`config.mk`:
```
export PLATFORM = sky130hd
export DESIGN_NAME = vga_timing_gen
export DESIGN_NICKNAME = d
export VERILOG_FILES = /design/src/rtl/vga_timing_pkg.sv /design/src/rtl/mod_counter.sv /design/src/rtl/vga_timing_gen.sv
export SDC_FILE = /design/constraint.sdc
export NUM_CORES = 1
export LEC_CHECK = 0
export ABC_CLOCK_PERIOD_IN_PS = 2160
export BUFFER_PORTS_ARGS = -buffer_cell sky130_fd_sc_hd__buf_2
export CAP_MARGIN = 10
export CELL_PAD_IN_SITES_DETAIL_PLACEMENT = 1
export CELL_PAD_IN_SITES_GLOBAL_PLACEMENT = 2
export CORE_ASPECT_RATIO = 1.25
export CORE_MARGIN = 2
export CORE_UTILIZATION = 31
export CTS_BUF_LIST = sky130_fd_sc_hd__clkbuf_8
export CTS_CLUSTER_DIAMETER = 150
export DETAILED_ROUTE_END_ITERATION = 12
export GPL_TIMING_DRIVEN = 0
export HOLD_SLACK_MARGIN = 0.06
export PLACE_DENSITY_LB_ADDON = 0.1
export SLEW_MARGIN = 20
export SYNTH_ARGS = -nofsm -noshare
export SYNTH_HDL_FRONTEND = slang
export SYNTH_SLANG_ARGS = --single-unit
```
`constraint.sdc`:
```
create_clock -name clock -period 2.16 [get_ports clock]
set_input_delay 0.648 -clock clock [delete_from_list [all_inputs] [get_ports clock]]
set_output_delay 0.648 -clock clock [all_outputs]
set_load 0.005 [all_outputs]
```
`src/rtl/vga_timing_pkg.sv`:
```
// Shared VGA timing constants: default 640x480@60 timing, derived totals,
// and the counter/colour types used by the generator and game components.
package vga_timing_pkg;

  localparam int CNT_W = 10;

  localparam int DEF_H_VISIBLE = 640;
  localparam int DEF_H_FRONT   = 16;
  localparam int DEF_H_SYNC    = 96;
  localparam int DEF_H_BACK    = 48;

  localparam int DEF_V_VISIBLE = 480;
  localparam int DEF_V_FRONT   = 10;
  localparam int DEF_V_SYNC    = 2;
  localparam int DEF_V_BACK    = 33;

  localparam int H_TOTAL = DEF_H_VISIBLE + DEF_H_FRONT + DEF_H_SYNC + DEF_H_BACK;
  localparam int V_TOTAL = DEF_V_VISIBLE + DEF_V_FRONT + DEF_V_SYNC + DEF_V_BACK;

  typedef logic [CNT_W-1:0] cnt_t;
  typedef logic [2:0]       rgb_t;

  // Narrow an integer timing value to the 10-bit counter domain.
  function automatic cnt_t to_cnt(input int value);
    return cnt_t'(value);
  endfunction

endpackage

```
`src/rtl/mod_counter.sv`:
```
// Modulo-N counter with count enable; wrap pulses on the enabled clock
// where the count rolls from MODULUS-1 back to zero.
module mod_counter
  import vga_timing_pkg::*;
#(
  parameter int MODULUS = H_TOTAL
) (
  input  logic clock,
  input  logic reset,
  input  logic en,
  output cnt_t count,
  output logic wrap
);

  localparam cnt_t LAST = to_cnt(MODULUS - 1);

  assign wrap = en && (count == LAST);

  // Count up when enabled, rolling over at the modulus; active-low sync reset.
  always_ff @(posedge clock) begin
    if (!reset) begin
      count <= '0;
    end else if (en) begin
      count <= (count == LAST) ? '0 : count + cnt_t'(1);
    end
  end

endmodule

```
`src/rtl/vga_timing_gen.sv`:
```
// VGA timing generator: free-running h/v counters exposed as col/row, with
// sync, blanking, visible flag and a frame tick all registered one clock
// behind the counters so they stay aligned with the registered pixel colour.
module vga_timing_gen
  import vga_timing_pkg::*;
#(
  parameter int H_VISIBLE = DEF_H_VISIBLE,
  parameter int H_FRONT   = DEF_H_FRONT,
  parameter int H_SYNC    = DEF_H_SYNC,
  parameter int H_BACK    = DEF_H_BACK,
  parameter int V_VISIBLE = DEF_V_VISIBLE,
  parameter int V_FRONT   = DEF_V_FRONT,
  parameter int V_SYNC    = DEF_V_SYNC,
  parameter int V_BACK    = DEF_V_BACK
) (
  input  logic       clock,
  input  logic       reset,
  output logic [9:0] row,
  output logic [9:0] col,
  input  logic [2:0] rgb_in,
  output logic [2:0] rgb_out,
  output logic       hsync,
  output logic       vsync,
  output logic       visible,
  output logic       tick
);

  localparam int H_TOT = H_VISIBLE + H_FRONT + H_SYNC + H_BACK;
  localparam int V_TOT = V_VISIBLE + V_FRONT + V_SYNC + V_BACK;

  localparam cnt_t H_VIS_C    = to_cnt(H_VISIBLE);
  localparam cnt_t V_VIS_C    = to_cnt(V_VISIBLE);
  localparam cnt_t HS_FIRST_C = to_cnt(H_VISIBLE + H_FRONT);
  localparam cnt_t HS_LAST_C  = to_cnt(H_VISIBLE + H_FRONT + H_SYNC - 1);
  localparam cnt_t VS_FIRST_C = to_cnt(V_VISIBLE + V_FRONT);
  localparam cnt_t VS_LAST_C  = to_cnt(V_VISIBLE + V_FRONT + V_SYNC - 1);

  cnt_t h_count;
  cnt_t v_count;
  logic h_wrap;
  // The end-of-frame pulse from the vertical counter has no consumer here.
  logic v_wrap_unused;

  logic active;
  logic in_hsync;
  logic in_vsync;
  logic vblank_start;

  mod_counter #(.MODULUS(H_TOT)) u_h_counter (
    .clock (clock),
    .reset (reset),
    .en    (1'b1),
    .count (h_count),
    .wrap  (h_wrap)
  );

  // The line counter advances only on the last pixel of each line.
  mod_counter #(.MODULUS(V_TOT)) u_v_counter (
    .clock (clock),
    .reset (reset),
    .en    (h_wrap),
    .count (v_count),
    .wrap  (v_wrap_unused)
  );

  // Components see the live counters with zero latency.
  assign col = h_count;
  assign row = v_count;

  // Decode the raster regions from the current counter values.
  always_comb begin
    active       = (h_count < H_VIS_C) && (v_count < V_VIS_C);
    in_hsync     = (h_count >= HS_FIRST_C) && (h_count <= HS_LAST_C);
    in_vsync     = (v_count >= VS_FIRST_C) && (v_count <= VS_LAST_C);
    vblank_start = (h_count == '0) && (v_count == V_VIS_C);
  end

  // Register colour, syncs, visible and tick together so they share one clock
  // of delay; reset forces a blank, sync-idle output so no partial pulse remains.
  always_ff @(posedge clock) begin
    if (!reset) begin
      rgb_out <= 3'b000;
      hsync   <= 1'b1;
      vsync   <= 1'b1;
      visible <= 1'b0;
      tick    <= 1'b0;
    end else begin
      rgb_out <= active ? rgb_in : 3'b000;
      hsync   <= !in_hsync;
      vsync   <= !in_vsync;
      visible <= active;
      tick    <= vblank_start;
    end
  end

endmodule

```
==> results of run 1 <==
[final cells by class]
class | count | area (um^2)
fillers | 468 | 2290
well taps | 40 | 50.0
repair buffers | 31 | 155
inverters | 6 | 22.5
clock inverters | 1 | 7.51
clock buffers | 3 | 41.3
plain buffers | 4 | 26.3
flip-flops and latches | 27 | 542
multi-input cells | 95 | 617
[kinds of logic (layout without fill, tap and decap cells)]
logic type / Yosys count / count (layout) / share of synthesized area (%)
flip-flops: 27 / 27 / 45.1
XOR/XNOR: 12 / 12 / 8.78
AND/OR/NAND/NOR: 67 / 67 / 32.1
AO/OA/AOI/OAI: 12 / 12 / 5.75
buffers and inverters: 10 / 45 / 4.07
adder cells (fa/ha/maj): 4 / 4 / 4.18
[timing repair]
item | in CTS | in global routing
setup endpoints to repair | 0 | 8
setup buffers | 0 | 0
hold endpoints to repair | 0 | 0
resized for setup | 0 | 3
[worst register-to-register path: stages, from the launching register on]
cell,delay [ps]
dfxtp_1,400
ha_1,240
nand3_2,180
or3_4,450
or4b_1,510
a21boi_1,140
[worst paths after layout]
check / end / slack, ps / depth (start not counted)
min reg2reg: u_h_counter.count[0] / 460 / 1
max: u_v_counter.count[4] / 180 / 5
min: u_h_counter.count[0] / 460 / 1
max reg2reg: u_v_counter.count[4] / 180 / 5
[through the flow]
step	instances	worst slack, ps	hold slack, ps	util (%)
6_report	207	180	463	38.9
5_1_grt	207	21.3	492	38.9
4_1_cts	207	0.987	504	38.7
3_5_place_dp	203	24.9	479	37.4
3_3_place_gp	203	25.3	475	37.4
2_1_floorplan	132	267	449	-
[power breakdown]
| group | switching [mW] | leakage [nW] | internal, mW | total (mW) |
|---|---|---|---|---|
| combinational | 0.0195 | 0.375 | 0.0179 | 0.0374 |
| sequential | 0.00746 | 0.220 | 0.506 | 0.514 |
| clock | 0.170 | 0.0217 | 0.131 | 0.301 |
[layout by cell type, fill, tap and decap left out, types with 2 or more instances in the layout]
cell | synthesis | layout
and3_1 | 2 | 2
nand3_1 | 9 | 8
nor2_1 | 12 | 12
nor3_1 | 3 | 3
inv_1 | 6 | 6
and2_1 | 5 | 5
nand4_1 | 7 | 7
nand2_1 | 10 | 10
or3_1 | 3 | 3
o22ai_1 | 2 | 2
o21ai_0 | 4 | 4
or3_4 | 2 | 2
ha_1 | 4 | 4
xor2_1 | 8 | 8
dfxtp_1 | 27 | 26
xnor2_1 | 4 | 4
a21oi_1 | 3 | 3
nor4_1 | 6 | 6
clkbuf_8 | 0 | 3
buf_2 | 0 | 31
[metal layers]
layer / global-route usage (%) / vias up / part of all wire [%]
li1: - / 537 / -
met1: 20.0 / 516 / 46
met2: 24.5 / 21 / 49
met3: 2.29 / 2 / 3.5
met4: 5.19 / 0 / 0.82
met5: 0 / - / 0
[registers in the layout (all words and copies together) (netlist names)]
register,cells
u_h_counter.count,10
tick,1
u_v_counter.count,10
rgb_out,3
visible,1
vsync,1
hsync,1
==> metrics.md, run 1 <==
| Metric | Value |
|---|---|
| Row count | 25 |
| Dpl cell area | around 0.0014 mm^2 |
| Tmin final | approximately 2000 ps |
| Required time of the critical path | roughly 2400 ps |
| Layout cell share with drive strength beyond 1 | roughly 28% |
| Net count after synthesis | between 100 and 150 |
| Most numerous cell in the Yosys netlist | dfxtp_1 |
| Clk sinks | 27 |
| Cell variety after synth | 33 |
| Mean Syn Cell Area | about 9 um^2 |
| Via count | roughly 1,100 |
| Fmax achieved | 505 MHz |
| Hold Path Class | flip-flop to flip-flop |
| # diodes | 0 |
| Delay-heaviest family, CP | simple AND/OR/NAND/NOR gates |
| GPL Wtd Cong | ~0.76 |
| I/O pin count | 32 |
| # H-tree levels | 1 |
| Dominant cell type by area after synthesis | dfxtp_1 |
| DPL Wire Length | ~2300 um |
| DRT antenna net count | 0 |
| Layout Skew | 2.17 ps |
| All-Layer GR Usage | between 10% and 20% |
| DR WL/cell | around 15 um |
| Hold Crit Start | u_h_counter.count[0] |
| Area of the mapped netlist | roughly 0.0012 mm^2 |
| Top post-synthesis cells by count | dfxtp_1 (27), nor2_1 (12), nand2_1 (10), nand3_1 (9), xor2_1 (8) |
| Cts bufs inserted | 3 |
| Max-slew violation count | 0 |
| Synth Warn # | 0 |
| Clk root buf | clkbuf_8 |
| CTS Buffer Depth | 2 |
| Die area | about 0.0044 mm^2 |
| Drt total wl | slightly above 3000 um |
| Total Nets Final | roughly 180 |
| Worst-Margin Slew | 637 ps |
| Die W | about 60 um |
| Max_slew headroom | a little under three fifths |
| Hold Fails Final Rpt | 0 |
| Peak VDD IR | around 0.00019 V |
| Pre-antenna DRT Iters | 3 |
| First-pass GRT wire length | roughly 5000 um |
| Register area share after synthesis | between 40% and 50% |
| Clock latency on the worst-skew pair | roughly 270 ps |
| Routed vias/inst | a little over 5 |
| Top post-synthesis cells by area | dfxtp_1 (45%), xor2_1 (5.9%), ha_1 (4.2%) |
| Critical Path Fanout Max | 7 |
| Top cell type's share of synthesized area | a little under half |
| Max cap viols | 0 |
| CTS hold repair buffers | 0 |
| Async set-reset flop share out of synthesis | 0% |
| Post-Syn Instances | 132 |
| Crit-path max cell delay | about 510 ps |
| Clk slew on worst S/H paths | 100 ps |
| Final Power | about 0.85 mW |
| Crit-path cells | ha_1 -> nand3_2 -> or3_4 -> or4b_1 -> a21boi_1 |
| Synthesis-to-finish area growth | 22.0% |
| Drt drc | 0 |
| Flops & latches, synth | 27 |
| Port Buffer Count | 31 |
| Antenna violations before repair | 0 |
| Pwr Density | roughly 580 mW/mm^2 |
| Type of origin of the critical path | flip-flop |
| Setup crit start | u_h_counter.count[1] |
| WP buf/inv | 0 |
| Vias in the first global route | about 1,000 |
| CORE AREA | approximately 0.0038 mm^2 |
| Critical Path Sink Type | flip-flop |
| RSZ-0062 raised after global routing | no |
| Arrival @ worst endpoint | approximately 2200 ps |
| Crit Path Class | flip-flop to flip-flop |
| Final setup vio count | 0 |
| Leakage | 0.616 nW |
| DRT iter0 DRCs | 25 |
| Number of synthesized flops with an enable pin | 0 |
| Status | complete, no violations |
| Synth Flop Type | dfxtp_1 |
| Crit share post-route | 91.7% |
| CTS tree | built |
| Initial Util | about a third |
| Reg2Reg Launch Point | u_h_counter.count[1] |
| GRT Residual Overflow | 0 |
| Crit path max-delay cell type | or4b_1 |
| Largest net degree at the start of global routing | 17 |
| Fin area | about 0.0015 mm^2 |
| Total negative slack | 0 ps |
| Overall die height | 73.5 um |
No activity file was read; power rests on OpenSTA's default activity.
==> run 2, diff against run 1 <==
--- a/config.mk
+++ b/config.mk
@@ -18,7 +18,7 @@
 export DETAILED_ROUTE_END_ITERATION = 12
 export GPL_TIMING_DRIVEN = 0
 export HOLD_SLACK_MARGIN = 0.06
-export PLACE_DENSITY_LB_ADDON = 0.1
+export PLACE_DENSITY_LB_ADDON = 0.05
 export SLEW_MARGIN = 20
 export SYNTH_ARGS = -nofsm -noshare
 export SYNTH_HDL_FRONTEND = slang
==> run 2 against run 1 <==
Net effect:
- largest cell class unchanged
- die area did not move
- setup slack got worse by 5.9 ps
- combinational power fell by 2%
- register-to-register slack barely moved
- hold slack improved by 4.3 ps
- sequential power barely moved
- clock-buffer cell count did not move
- largest power group unchanged
- critical endpoint is now u_v_counter.count[7]
- final cell count did not move
- critical path depth did not move
- utilization fell by 0.067 points
==> metrics.md, run 2 (synthesis results as in run 1) <==
| Metric | Value |
|---|---|
| Status | complete, no violations |
| CTS Buffer Depth | 2 (unchanged) |
| I/O pin count | 32 (unchanged) |
| Pre-CTS setup slack | 14.5 ps (-10.4 ps) |
| CTS hold repair buffers | 0 (unchanged) |
| Biggest regs | u_h_counter.count x10, u_v_counter.count x10, rgb_out x3 |
| Drt drc | 0 (unchanged) |
| Port Buffer Count | 31 (unchanged) |
| Reg2Reg Launch Point | u_h_counter.count[1] |
| Tmin final | 1990 ps (+5.88 ps) |
| Setup WS post-layout | 174 ps (-5.88 ps) |
| Leakage | 0.620 nW (+0.61%) |
| Die W | 59.6 um (unchanged) |
| DR WL/cell | 14.1 um (-4.5%) |
| Vias in the first global route | 1,090 (+4.0%) |
| Crit Path Class | flip-flop to flip-flop |
| # diodes | 0 (unchanged) |
| GRT Residual Overflow | 0 (unchanged) |
| Total negative slack | 0 ps (unchanged) |
| Hold Fails Final Rpt | 0 (unchanged) |
| DRT iter0 DRCs | 26 (+4.0%) |
| Most frequent cells in the layout | buf_2 (31), dfxtp_1 (26), nor2_1 (12) |
| Pwr Density | 580 mW/mm^2 (-0.63%) |
| Fmax achieved | 503 MHz (-0.30%) |
| First-pass GRT wire length | 5030 um (+0.14%) |
| Most common cell after layout, fill and taps aside | buf_2 |
| Crit share post-route | 92.0% (+0.27 points) |
| Hold Path Class | flip-flop to flip-flop |
| Critical Path Fanout Max | 7 (unchanged) |
| Die area | 0.00438 mm^2 (unchanged) |
| All-Layer GR Usage | 14.9% (-0.091 points) |
| Layout cell share with drive strength beyond 1 | 27.5% (unchanged) |
| CORE AREA | 0.00375 mm^2 (unchanged) |
| Clk slew on worst S/H paths | 100 ps (about the same) |
| Largest net degree at the start of global routing | 16 (-1) |
| Crit path max-delay cell type | or4_4 |
| GPL Wtd Cong | 0.739 (-3.2%) |
| Pre-antenna DRT Iters | 2 (-1) |
| Synthesis-to-finish area growth | 21.8% |
| Final Power | 0.846 mW (-0.80%) |
| CTS tree | built |
| Delay-heaviest family, CP | simple AND/OR/NAND/NOR gates |
| Cts bufs inserted | 3 (unchanged) |
| Final setup vio count | 0 (unchanged) |
| Hold Crit Start | u_h_counter.count[0] |
| Crit-path max cell delay | 620 ps (+110 ps) |
| Layout Skew | 9.73 ps (+7.56 ps) |
| Required time of the critical path | 2380 ps (about the same) |
| Initial Util | 31.9% (unchanged) |
| RSZ-0062 raised after global routing | no |
| Antenna violations before repair | 0 (unchanged) |
| Via count | 1,066 (-0.93%) |
| Clk root buf | clkbuf_8 |
| DRT antenna net count | 0 (unchanged) |
| Routed vias/inst | 5.15 (-0.93%) |
| Row count | 25 (unchanged) |
| Type of origin of the critical path | flip-flop |
| # H-tree levels | 1 (unchanged) |
| Max_slew headroom | 58.6% (+1.5 points) |
| Critical Path Sink Type | flip-flop |
| Clk sinks | 27 (unchanged) |
| Worst-Margin Slew | 615 ps (-22.4 ps) |
| Crit-path cells | ha_1 -> nand3_2 -> or4_4 -> or3_1 -> a21oi_1 |
| Total Nets Final | 177 (unchanged) |
| Max-slew violation count | 0 (unchanged) |
| Arrival @ worst endpoint | 2200 ps (about the same) |
| Peak VDD IR | 0.000191 V (+3.3%) |
| Setup crit start | u_h_counter.count[1] |
| Drt total wl | 2930 um (-4.5%) |
| Max cap viols | 0 (unchanged) |
| WP buf/inv | 0 (unchanged) |
| Overall die height | 73.5 um (unchanged) |
| Clock latency on the worst-skew pair | 280 ps (about the same) |
| DPL Wire Length | 2250 um (-3.8%) |
==> run 2: cell count changes in the layout (fill, tap and decap cells not counted), sizes merged <==
cell | previous run | this run
clkinv | 0 | 1
clkinvlp | 1 | 0
==> run 2: cell type report <==
cell class,count,area (um^2)
Sequential cell,27,542
Fill cell,449,2290
Multi-Input combinational cell,95,617
Buffer,4,26.3
Timing Repair Buffer,31,155
Clock inverter,1,5.00
Tap cell,40,50.0
Inverter,6,22.5
Clock buffer,3,41.3
==> run 2: worst paths after layout <==
path                                        endpoint  slack [ps]  cells past startpoint
worst max-delay path            u_v_counter.count[7]         170                      5
worst max register to register  u_v_counter.count[7]         170                      5
worst min register to register  u_h_counter.count[0]         470                      1
worst min-delay path            u_h_counter.count[0]         470                      1
==> run 2: through the flow <==
step                hold slack, ps  instances  instance area, um^2  util, %
finish                         468        207                 1460     38.9
global route                   501        207                 1460     38.9
CTS                            514        207                 1450     38.7
detailed placement             492        203                 1400     37.4
global placement               473        203                 1400     37.4
floorplan                      449        132                 1200        -
==> run 2: what timing repair did <==
item | in CTS | in global routing
setup buffers | 0 | 0
resized for setup | 1 | 2
endpoints found under the setup margin | 3 | 4
==> run 2: metal layers <==
metal	GRT usage, %	share of wire [%]	vias up
met5	0	0	-
met2	24.1	47	24
li1	-	-	535
met4	5.93	1.4	0
met1	20.2	48	503
met3	1.76	3.7	4
==> run 2: report_power, final <==
group          switching, mW  total, mW  leakage [nW]  internal [mW]
combinational         0.0189     0.0368         0.375         0.0179
sequential           0.00759      0.514         0.220          0.506
clock                  0.165      0.295        0.0255          0.130
total                  0.192      0.846         0.620          0.654
